## src/rtl/pc_seq_pkg.sv

```systemverilog
// Shared types and default parameters for the program-counter sequencer.
// The action enum lists actions in decreasing priority.
package pc_seq_pkg;

  typedef enum logic [2:0] {
    ActHold,
    ActRet,
    ActCall,
    ActJump,
    ActBranch,
    ActInc
  } action_e;

  localparam int unsigned DefAddrW      = 8;
  localparam int unsigned DefOffW       = 5;
  localparam int unsigned DefStackDepth = 4;
  localparam int unsigned DefResetVec   = 0;

endpackage

```

## src/rtl/pc_ret_stack.sv

```systemverilog
// LIFO of return addresses. Pushes when full and pops when empty are ignored,
// so the caller can raise push/pop unconditionally and read the flags.
module pc_ret_stack
  import pc_seq_pkg::*;
#(
  parameter int unsigned ADDR_W      = DefAddrW,
  parameter int unsigned STACK_DEPTH = DefStackDepth,
  localparam int unsigned CntW       = $clog2(STACK_DEPTH + 1)
) (
  input  logic              clk,
  input  logic              rst,
  input  logic              push,
  input  logic              pop,
  input  logic [ADDR_W-1:0] din,
  output logic [ADDR_W-1:0] top,
  output logic [CntW-1:0]   count,
  output logic              full,
  output logic              empty
);

  localparam int unsigned PtrW = $clog2(STACK_DEPTH);

  logic [ADDR_W-1:0] mem_q [STACK_DEPTH];
  logic [CntW-1:0]   cnt_q, cnt_d;
  logic [PtrW-1:0]   wr_ptr, top_ptr;
  logic              do_push, do_pop;

  assign full    = (cnt_q == CntW'(STACK_DEPTH));
  assign empty   = (cnt_q == '0);
  assign do_push = push & ~full;
  assign do_pop  = pop & ~empty;
  assign wr_ptr  = PtrW'(cnt_q);
  assign top_ptr = PtrW'(cnt_q - CntW'(1));
  // Value is meaningless while empty; the consumer must check empty first.
  assign top     = mem_q[top_ptr];
  assign count   = cnt_q;

  always_comb begin
    cnt_d = cnt_q;
    if (do_push) begin
      cnt_d = cnt_q + CntW'(1);
    end else if (do_pop) begin
      cnt_d = cnt_q - CntW'(1);
    end
  end

  always_ff @(posedge clk or negedge rst) begin
    if (!rst) begin
      cnt_q <= '0;
    end else begin
      cnt_q <= cnt_d;
    end
  end

  // Entries need no reset: they are only read below the count.
  always_ff @(posedge clk) begin
    if (do_push) begin
      mem_q[wr_ptr] <= din;
    end
  end

endmodule

```

## src/rtl/pc_seq.sv

```systemverilog
// Program-counter sequencer: one prioritised action per clock
// (hold, return, call, jump, relative branch, increment) with a return stack.
module pc_seq
  import pc_seq_pkg::*;
#(
  parameter int unsigned ADDR_W      = DefAddrW,
  parameter int unsigned OFF_W       = DefOffW,
  parameter int unsigned STACK_DEPTH = DefStackDepth,
  parameter int unsigned RESET_VEC   = DefResetVec
) (
  input  logic              clk,
  input  logic              rst,
  input  logic              stall,
  input  logic              jump,
  input  logic [ADDR_W-1:0] jumpaddr,
  input  logic              branch,
  input  logic [OFF_W-1:0]  br_off,
  input  logic              call,
  input  logic              ret,
  input  logic              err_clr,
  output logic [ADDR_W-1:0] addr,
  output logic              stack_empty,
  output logic              stack_full,
  output logic              ovf,
  output logic              unf
);

  localparam int unsigned CntW = $clog2(STACK_DEPTH + 1);

  action_e           act;
  logic [ADDR_W-1:0] pc_q, pc_d, pc_inc, off_ext, stk_top;
  logic [CntW-1:0]   stk_count;
  logic              ovf_q, ovf_d, unf_q, unf_d;
  logic              set_ovf, set_unf;

  always_comb begin
    act = ActInc;
    if (stall) begin
      act = ActHold;
    end else if (ret) begin
      act = ActRet;
    end else if (call) begin
      act = ActCall;
    end else if (jump) begin
      act = ActJump;
    end else if (branch) begin
      act = ActBranch;
    end
  end

  assign pc_inc  = pc_q + ADDR_W'(1);
  // Size cast of a signed operand sign-extends the offset.
  assign off_ext = ADDR_W'($signed(br_off));

  always_comb begin
    pc_d = pc_inc;
    unique case (act)
      ActHold:          pc_d = pc_q;
      ActRet:           pc_d = stack_empty ? pc_inc : stk_top;
      ActCall, ActJump: pc_d = jumpaddr;
      ActBranch:        pc_d = pc_q + off_ext;
      ActInc:           pc_d = pc_inc;
      default:          pc_d = pc_inc;
    endcase
  end

  assign set_ovf = (act == ActCall) && (stk_count == CntW'(STACK_DEPTH));
  assign set_unf = (act == ActRet) && stack_empty;
  // A set in the same cycle wins over err_clr.
  assign ovf_d   = (ovf_q & ~err_clr) | set_ovf;
  assign unf_d   = (unf_q & ~err_clr) | set_unf;

  always_ff @(posedge clk or negedge rst) begin
    if (!rst) begin
      pc_q  <= ADDR_W'(RESET_VEC);
      ovf_q <= 1'b0;
      unf_q <= 1'b0;
    end else begin
      pc_q  <= pc_d;
      ovf_q <= ovf_d;
      unf_q <= unf_d;
    end
  end

  pc_ret_stack #(
    .ADDR_W      (ADDR_W),
    .STACK_DEPTH (STACK_DEPTH)
  ) u_stack (
    .clk   (clk),
    .rst   (rst),
    .push  (act == ActCall),
    .pop   (act == ActRet),
    .din   (pc_inc),
    .top   (stk_top),
    .count (stk_count),
    .full  (stack_full),
    .empty (stack_empty)
  );

  assign addr = pc_q;
  assign ovf  = ovf_q;
  assign unf  = unf_q;

endmodule

```

## config.mk

```make
export PLATFORM = sky130hd
export DESIGN_NAME = pc_seq
export DESIGN_NICKNAME = d
export VERILOG_FILES = /design/src/rtl/pc_seq_pkg.sv /design/src/rtl/pc_ret_stack.sv /design/src/rtl/pc_seq.sv
export SDC_FILE = /design/constraint.sdc
export NUM_CORES = 1
export LEC_CHECK = 0
export CAP_MARGIN = 25
export CORE_AREA = 3 3 94 96
export DETAILED_ROUTE_END_ITERATION = 6
export DIE_AREA = 0 0 97 99
export PLACE_DENSITY_LB_ADDON = 0.3
export SLEW_MARGIN = 0
export SYNTH_ARGS = -nofsm -noshare
export SYNTH_HDL_FRONTEND = slang
export SYNTH_SLANG_ARGS = --single-unit
```

## constraint.sdc

```tcl
create_clock -name clk -period 3.3 [get_ports clk]
set_input_delay 0.66 -clock clk [delete_from_list [all_inputs] [get_ports clk]]
set_output_delay 0.66 -clock clk [all_outputs]
set_load 0.01 [all_outputs]
```

== Yosys cells after proc, flatten, opt, wreduce, memory -nomap -nowiden ==
Memories as Yosys holds them, arrays and structs flattened.
Cells that the tools add are included.
Storage, ports and cells
  bits in writable memories: 32
  output and inout port bits: 12
  bits in registers: 13
  bits of input ports: 21
  logic and storage cells: 40
  memories: 1
Memories
  u_stack.mem_q: depth 4, bits a word 8, rd ports 1, clocked after memory_dff 0, wr ports 1, line pc_ret_stack.sv:23  | logic [ADDR_W-1:0] mem_q [STACK_DEPTH];
Operators by class
  reductions and logical operators: 6
  multiplexer cells: 11
  equality and inequality tests: 5
  $add $sub $neg: 4
  bitwise logic cells: 9
Operator list (number)
  case mux 8 bit (4 select lines): 1
  2-to-1 mux 3 bit: 6
  adder 8 x 1 -> 8 bit (second input constant): 1
  adder 8 bit: 1
  2-to-1 mux 8 bit: 1
  equality test 3 x 2 -> 1 bit (second input constant): 2
  equality test 3 bit (second input constant): 2
  logical NOT 3 bit: 2
  AND 1 bit: 4
  adder 3 x 1 -> 3 bit (second input constant): 1
  equality test 3 x 1 -> 1 bit (second input constant): 1
  2-to-1 mux 1 bit: 3
  NOT 1 bit: 3
  subtractor 3 x 1 -> 3 bit (second input constant): 1
  logical AND 1 bit: 2
  bitwise OR 1 bit: 2
  nonzero test 2 bit: 1
  OR reduction 2 bit: 1

== Depth between registers and ports, before layout ==
Gate-level depths: netlist of run 1.
  word-level depth: 9
  depth in mapped cells: 9
  depth with buffers taken out: 7

== Hierarchy ==
Synthesis of run 1 repeated with hierarchy kept, for this count alone.
Second synthesis, totals
  cells, all modules: 201
  area total of the unflattened synthesis: 2670.1 sq um
By module, submodules not included
  pc_ret_stack: sequential area each 1036.0 sq um, cells each 73, area each 1450.1 sq um, instances 1
  pc_seq: sequential area each 250.2 sq um, cells each 128, area each 1219.9 sq um, instances 1

== Worst setup path after synthesis of run 1 ==
No wires, ideal clock.
  path type: input to register
  start: input br_off[0]
  end: register pc_q[2], in the netlist addr[2]
  path slack: 1.196 ns
  stages on the path: 6
  arrival: 1.971 ns
  setup time: 0.134 ns
  data required time: 3.166 ns
  path buffers: 0
  path through: ha_1 > fa_1 > xor2_1 > a221o_1 > a221oi_1 > a21oi_1
Between the ends
  longest elaborated chain between the ends: 2
RTL lines
  from (decl): line pc_seq.sv:17  | input logic [OFF_W-1:0] br_off,
  adder 8 bit: line pc_seq.sv:61  | ActBranch: pc_d = pc_q + off_ext;
  case mux 8 bit (4 select lines): line pc_seq.sv:57  | unique case (act)
  to (signal assigned): line pc_seq.sv:75  | pc_q <= ADDR_W'(RESET_VEC);
  to (signal assigned): line pc_seq.sv:79  | pc_q <= pc_d;
  to (decl): line pc_seq.sv:31  | logic [ADDR_W-1:0] pc_q, pc_d, pc_inc, off_ext, stk_top;
Every way passes these cells.
A chain may end at the register's enable or synchronous reset.

== Final worst setup path of run 1 ==
  start: register u_stack.cnt_q[0], in the netlist u_stack.count[0]
  end: output stack_empty
Between the ends
  longest elaborated chain between the ends: 1
RTL lines
  from (decl): line pc_ret_stack.sv:24  | logic [CntW-1:0] cnt_q, cnt_d;
  from (signal assigned): line pc_ret_stack.sv:51  | cnt_q <= cnt_d;
  logical NOT 3 bit: line pc_ret_stack.sv:29  | assign empty = (cnt_q == '0);
  to (decl): line pc_seq.sv:22  | output logic stack_empty,
Every way passes these cells.

==> flow_metrics.tcl, run 1 <==
set metrics [dict create \
    status "completed" \
    cpLargestDelayFamily "buffers and inverters" \
    ys.flop_type "edfxtp_1" \
    syn-num-nets 215 \
    routed-via-count 1634 \
    grt_pass1_wl_um 8970 \
    cts.sinks 45 \
    worstSetupPathType "flop to output pin" \
    crit_arrival_ns 1.97 \
    synth_edf_count 32 \
    path_clk_slew_ns 0.08 \
    startpoint_type "flop" \
    vdd_drop_max_uv 190 \
    io_buffers 32 \
    clock-skew-final_ns 0.00370 \
    drc 0 \
    yosys-top-cells-count "32 x edfxtp_1, 14 x ha_1, 13 x a21oi_1, 13 x dfrtp_1, 9 x inv_1" \
    netlist_instances 179 \
    critPathMaxFanout 12 \
    critPathMostFrequentCell "ha_1" \
    fill_cells 774 \
    yosys-top-cells-area "edfxtp_1 40%, dfrtp_1 13%, ha_1 7.2%, mux4_1 4.3%, mux4_2 3.7%" \
    worstPathRequired_ns 2.64 \
    root_buffer "clkbuf_8" \
    synthArstFlopShare_pct 28.9 \
    rows 33 \
    track_usage_pct 11.9 \
    utilization_pct 36.4 \
    fin_crit_sh_pct 79.6 \
    yosysWarnings 0 \
    rsz0062_at_grt "no" \
    cts_setup_buffers 0 \
    place_congestion 0.817 \
    ys_seq_elements 45 \
    drive_gt1_share_pct 9.72 \
    core_area_mm2 0.00813 \
    hold_path_class "flop to flop" \
    cts_hold_buf 0 \
    cts.repair.resized 0 \
    synth.distinct_cells 43 \
    finalWirelength_um 5510 \
    slew_viol_final 0 \
    critPathMaxStageDelay_ns 0.57 \
    cp_num_buf_inv 3 \
    avgSynthCellArea_um2 13.6 \
    layout-area-overhead-vs-synth_pct 21.8 \
    grt_max_degree 20 \
    r2r_slack_ns 1.07 \
    worst_slew_pin_slew_ns 0.692 \
    antenna_cells 0 \
    worstPathCellList "buf_4, inv_1, ha_1, ha_1, clkdlybuf4s50_1" \
    htree_levels 2 \
    hpwlAfterDp_um 3990 \
    max_cap_viol_count 0 \
    initial_core_util_pct 29.9 \
    hold_viol 0 \
    setup_tns_ns 0 \
    insertion_delay_ns 0.29 \
    power_density_mw_per_mm2 712 \
    die_x_um 97 \
    cp_slowest_cell "clkdlybuf4s50_1" \
    netlist_area_mm2 0.00243 \
    clock.fmax_mhz 381 \
    drtIter0Drc 109 \
    netlist.area_leader.share_pct 39.6 \
    slew_headroom_pct 53.7 \
    via_per_inst 5.09 \
    numCtsBuffers 5 \
    setup_viol 0 \
    antenna_found_initial 0 \
    firstDrtPassIters 4 \
    wire_per_inst_um 17.2 \
    min_period_ns 2.63 \
    clk_path_buf_depth 2 \
    fin_nets 251 \
    yosysMostFrequentCell "edfxtp_1" \
    place_ws_ns 0.700 \
    power.leakage_nw 1.10 \
    dieArea_mm2 0.00960 \
    overflow 0 \
    cts_tree "yes" \
    ant_nets 0 \
    ioPinCount 33 \
    grt_pass1_vias 1725 \
    ys_seq_area_share_pct 53.0 \
    setup_slack_ns 0.674 \
    end_kind "output pin" \
    yosysTopAreaCell "edfxtp_1" \
    die_h_um 99 \
]
-- path summary, 6_finish.rpt --
path,from,to,depth (start not counted)
hold reg to reg,unf,unf,2
min in group asynchronous,rst,addr[5],1
hold / removal,unf,unf,2
max in group asynchronous,rst,u_stack.count[1],1
setup reg to reg,u_stack.count[0],addr[5],7
setup / recovery,u_stack.count[0],stack_empty,5
-- cell families (layout without fill, tap and decap cells) --
family	after synthesis	in the layout	share of synthesized area (%)
and+or+nand+nor	37	37	9.12
muxes	8	8	8.04
buffers and inverters	15	52	2.83
adders and majority gates	15	15	8.04
DFF	45	45	53.0
AOI/OAI and AO/OA	47	47	14.7
xor gates and xnor gates	12	12	4.33
-- state kept, by name, summed over array words and instances (netlist names) --
name / count
unf: 1
addr: 8
u_stack.count: 3
ovf: 1
u_stack.mem_q: 32
-- worst min-delay path, cell delays in order (launching register included) --
cell,delay [ns]
dfrtp_1,0.39
inv_1,0.05
o21ai_0,0.06
-- layer usage --
metal / routed length [µm] / global-route usage, %
met1: 2490 / 14.2
met2: 2760 / 21.0
met3: 155 / 2.76
met4: 106 / 4.43
met5: 0 / 0
-- through the flow --
step                      area [µm²]  hold slack, ns  power, W  std cells
after detailed placement        2870           0.528   0.00178        313
after CTS                       2960           0.540   0.00213        321
after global placement          2870           0.516   0.00178        313
final                           2960           0.531   0.00211        321
after floorplan                 2430           0.364   0.00147        179
after global routing            2960           0.577   0.00226        321
-- power breakdown --
| group | switching, W | total [W] | internal [W] |
|---|---|---|---|
| Clock | 0.000178 | 0.000344 | 0.000166 |
| Combinational | 0.000472 | 0.000915 | 0.000443 |
| Sequential | 0.0000937 | 0.000848 | 0.000754 |
| Total | 0.000743 | 0.00211 | 0.00136 |
-- layout make-up --
class | instances | area, µm² | share of cell area [%]
clock buffers | 6 | 82.6 | 2.79
clock inverters | 2 | 8.76 | 0.296
inverters | 9 | 33.8 | 1.14
multi-input cells | 119 | 1070 | 36.3
flip-flops and latches | 45 | 1290 | 43.5
well taps | 105 | 131 | 4.44
repair buffers | 35 | 343 | 11.6
-- cell usage in the layout (no fill, tap or decap), types with 3 or more instances in the layout --
cell	synthesis	layout
clkdlybuf4s50_1	0	32
edfxtp_1	32	32
ha_1	14	14
a21oi_1	13	13
dfrtp_1	13	13
inv_1	9	9
xnor2_1	7	7
a221o_1	7	7
nor2_1	6	6
clkbuf_8	0	6
and3_1	5	5
nand3_1	5	5
xor2_1	5	5
and2_1	5	5
mux4_1	4	4
a221oi_1	4	4
mux4_2	4	4
nor2b_1	4	4
o21ai_0	3	3
a21o_1	3	3
nand4_1	3	3
a211oi_1	3	3
buf_4	0	3
(Power assumes the default switching activity.)
==> inputs of run 2 (changes only) <==
clock period = 2.4 ns   (was 3.3 ns; I/O delays follow)
==> run 2 against run 1 <==
Clock power up 63%. Clock skew is 0.0078 ns higher. Global-route usage is 0.092 points higher. Hold slack gained 0.018 ns. Critical path type unchanged. Largest power group unchanged.
==> flow_metrics.tcl, run 2 (synthesis gave the netlist of run 1 again) <==
set metrics [dict create \
    status "completed" \
    insertion_delay_ns 0.30 \
    cts.repair.resized 0 \
    overflow 0 \
    crit_arrival_ns 1.83 \
    clock-skew-final_ns 0.0115 \
    vdd_drop_max_uv 256 \
    stdcell_count 328 \
    whs_path_depth 2 \
    rows 33 \
    power.leakage_nw 1.14 \
    startpoint_type "flop" \
    htree_levels 2 \
    utilization_pct 37.7 \
    root_buffer "clkbuf_8" \
    clk_path_buf_depth 2 \
    setup_viol 0 \
    cts_hold_buf 0 \
    numCtsBuffers 5 \
    die_h_um 99 \
    hpwlAfterDp_um 4090 \
    hp-start "unf" \
    fill_cells 776 \
    drtIter0Drc 78 \
    clock.fmax_mhz 433 \
    place_inst 320 \
    fin_crit_sh_pct 96.3 \
    cts_setup_buffers 0 \
    hold_path_class "flop to flop" \
    grt_pass1_vias 1677 \
    rsz0062_at_grt "yes" \
    path_clk_slew_ns 0.08 \
    place_congestion 0.775 \
    hold_viol 0 \
    critPathMaxFanout 5 \
    core_area_mm2 0.00813 \
    grt_max_degree 17 \
    worstSetupPathType "flop to output pin" \
    drive_gt1_share_pct 12.6 \
    drc 0 \
    hold_ws_ns 0.548 \
    dieArea_mm2 0.00960 \
    antenna_found_initial 0 \
    end_kind "output pin" \
    max_cap_viol_count 0 \
    largest_reg_flops 32 \
    via_per_inst 5.02 \
    worstPathRequired_ns 1.92 \
    slew_viol_final 0 \
    grt_pass1_wl_um 9030 \
    min_period_ns 2.31 \
    r2r-start "u_stack.count[1]" \
    fin_nets 258 \
    die_x_um 97 \
    cts.sinks 45 \
    final_cell_mix "32 x clkdlybuf4s50_1, 32 x edfxtp_1, 13 x a21oi_1, 13 x ha_1, 13 x dfrtp_1" \
    reg2reg_to "addr[3]" \
    ant_nets 0 \
    wire_per_inst_um 16.7 \
    layout-area-overhead-vs-synth_pct 26.3 \
    cts_tree "yes" \
    ioPinCount 33 \
    worst_slew_pin_slew_ns 0.660 \
    holdPathEnd "unf" \
    power_density_mw_per_mm2 985 \
    r2r_slack_ns 0.29 \
    worstRegToRegCells 6 \
    finalWirelength_um 5490 \
    slew_headroom_pct 55.9 \
    io_buffers 32 \
    antenna_cells 0 \
    total_power_w 0.00302 \
    track_usage_pct 12.0 \
    routed-via-count 1645 \
    initial_core_util_pct 29.9 \
    firstDrtPassIters 4 \
    top_register "u_stack.mem_q" \
]
-- run 2: area by class of cell --
type / count / area, µm² / area share (%)
multi-input combinational: 119 / 1080 / 35.1
timing repair buffer: 42 / 433 / 14.1
clock inverter: 2 / 33.8 / 1.10
inverter: 9 / 33.8 / 1.10
clock buffer: 6 / 72.6 / 2.37
sequential: 45 / 1290 / 41.9
tap: 105 / 131 / 4.28
-- run 2: routing by layer --
| layer | track usage [%] | wire length (µm) |
|---|---|---|
| met4 | 2.59 | 22 |
| met2 | 20.3 | 2830 |
| met1 | 15.5 | 2450 |
| met5 | 0 | 0 |
| met3 | 3.18 | 179 |
-- run 2: worst max-delay path by stage --
stage	from	endpoint	slack, ns	depth (start not counted)
after detailed placement	br_off[0]	addr[2]	-0.06	7
after CTS	u_stack.count[1]	stack_empty	0.02	4
after floorplan	u_stack.count[0]	addr[5]	0.36	8
final	u_stack.count[1]	stack_empty	0.09	4
after global placement	br_off[0]	addr[6]	-0.02	8
after global routing	u_stack.count[1]	stack_empty	-0.005	4
-- run 2: critical path, stage by stage, from the launching register on --
cell and delay (ns):
dfrtp_1 0.44, inv_1 0.11, ha_1 0.20, ha_2 0.24, clkdlybuf4s50_1 0.55
-- run 2: report_power, final --
group	internal (W)	switching, W	leakage, nW
clock network	0.000308	0.000251	0.0528
logic	0.000644	0.000650	0.653
registers	0.00104	0.000132	0.438
total	0.00199	0.00103	1.14
-- run 2: through the flow --
stage / cell area (µm²) / setup TNS (ns) / setup slack, ns
floorplan: 2430 / 0 / 0.365
global placement: 2960 / -0.0178 / -0.0178
detailed placement: 2960 / -0.101 / -0.0556
CTS: 3060 / 0 / 0.0202
global route: 3070 / -0.00828 / -0.00526
finish: 3070 / 0 / 0.0880
==> inputs of run 3 (changes only) <==
CORE_AREA = 2 2 74 76   (was 3 3 94 96)
DIE_AREA = 0 0 76 78   (was 0 0 97 99)
HOLD_SLACK_MARGIN = 0.1   (was default)
==> run 3 against run 2 <==
Final cell count is 10% lower. Maximum frequency is 0.62% higher. Clock-buffer cell count stayed put. Setup slack better by 0.014 ns. Register-to-register slack better by 0.04 ns. Largest power group unchanged.
==> flow_metrics.tcl, run 3 (synthesis gave the netlist of run 1 again) <==
set metrics [dict create \
    layout-area-overhead-vs-synth_pct 24.3 \
    setup_viol 0 \
    die_x_um 76 \
    startpoint_type "flop" \
    insertion_delay_ns 0.30 \
    core_area_mm2 0.00504 \
    hold_viol 0 \
    grt_max_degree 17 \
    grt_pass1_vias 1674 \
    vdd_drop_max_uv 576 \
    drive_gt1_share_pct 13.8 \
    stdcell_count 295 \
    reg2reg_to "addr[3]" \
    hp-start "unf" \
    worstRegToRegCells 6 \
    hpwlAfterDp_um 3700 \
    cts.sinks 45 \
    r2r_slack_ns 0.33 \
    root_buffer "clkbuf_8" \
    antenna_found_initial 0 \
    wire_per_inst_um 17.5 \
    utilization_pct 59.9 \
    fill_cells 406 \
    initial_core_util_pct 48.2 \
    routed-via-count 1677 \
    critPathMaxFanout 5 \
    io_buffers 32 \
    firstDrtPassIters 4 \
    drtIter0Drc 171 \
    power.leakage_nw 1.15 \
    fin_nets 260 \
    path_clk_slew_ns 0.08 \
    track_usage_pct 18.3 \
    final_cell_mix "32 x clkdlybuf4s50_1, 32 x edfxtp_1, 13 x a21oi_1, 13 x ha_1, 13 x dfrtp_1" \
    r2r-start "u_stack.count[1]" \
    rows 26 \
    ant_nets 0 \
    place_congestion 0.923 \
    slew_headroom_pct 55.9 \
    whs_path_depth 2 \
    via_per_inst 5.68 \
    largest_reg_flops 32 \
    fin_crit_sh_pct 95.7 \
    clk_path_buf_depth 2 \
    die_h_um 78 \
    cts_setup_buffers 0 \
    hold_ws_ns 0.524 \
    rsz0062_at_grt "no" \
    max_cap_viol_count 0 \
    htree_levels 2 \
    place_inst 287 \
    antenna_cells 0 \
    finalWirelength_um 5150 \
    dieArea_mm2 0.00593 \
    worst_slew_pin_slew_ns 0.660 \
    top_register "u_stack.mem_q" \
    slew_viol_final 0 \
    worstPathRequired_ns 1.92 \
    ioPinCount 33 \
    end_kind "output pin" \
    clock-skew-final_ns 0.00749 \
    holdPathEnd "unf" \
    worstSetupPathType "flop to output pin" \
    cts_tree "yes" \
    crit_arrival_ns 1.82 \
    overflow 0 \
    hold_path_class "flop to flop" \
    min_period_ns 2.30 \
    grt_pass1_wl_um 8340 \
    power_density_mw_per_mm2 1010 \
    numCtsBuffers 5 \
    clock.fmax_mhz 435 \
    drc 0 \
    status "completed" \
]
run 3: cell count changes in the layout (fill, tap and decap cells not counted), sizes merged:
cell,delta
buf,+2
run 3: timing repair:
action	4_1_cts	5_1_grt
hold buffers	0	0
endpoints found under the setup margin	0	1
gates resized for setup	0	1
run 3: critical path: stages, from the launching register on:
cell and delay, ns:
dfrtp_1 0.43, inv_1 0.10, ha_1 0.20, ha_2 0.24
clkdlybuf4s50_1 0.55
run 3: how the worst max path moves through the flow:
stage                          start           to
global placement           br_off[0]      addr[2]
detailed placement         br_off[0]      addr[2]
CTS                 u_stack.count[1]  stack_empty
floorplan           u_stack.count[0]      addr[5]
global route        u_stack.count[1]   stack_full
finish              u_stack.count[1]  stack_empty
run 3: layout make-up:
| cell class | instances | area [µm²] | area share, % |
|---|---|---|---|
| Clock buffer | 6 | 72.6 | 2.40 |
| Clock inverter | 2 | 38.8 | 1.29 |
| Inverter | 9 | 33.8 | 1.12 |
| Multi-Input combinational cell | 119 | 1080 | 35.7 |
| Sequential cell | 45 | 1290 | 42.6 |
| Tap cell | 70 | 87.6 | 2.90 |
| Timing Repair Buffer | 44 | 423 | 14.0 |
run 3: power breakdown:
part           switching, W  internal, W  leakage (nW)  total, W
Combinational      0.000657     0.000659         0.658   0.00132
Sequential         0.000129      0.00104         0.438   0.00116
Clock              0.000260     0.000313        0.0554  0.000572
run 3: metrics by stage:
step	setup TNS [ns]	total power (W)	worst slack, ns	area (µm²)
after global routing	0	0.00324	0.00641	3020
after CTS	0	0.00307	0.0449	3020
final	0	0.00305	0.102	3020
after detailed placement	-0.0675	0.00248	-0.0566	2900
after global placement	-0.000341	0.00246	-0.000341	2900
after floorplan	0	0.00202	0.365	2430
run 3: routing by layer:
layer | vias up | global-route usage, % | wire length [µm]
li1 | 796 | - | -
met1 | 828 | 24.3 | 2370
met2 | 45 | 30.1 | 2490
met3 | 8 | 3.95 | 216
met4 | 0 | 6.00 | 80
met5 | - | 0 | 0
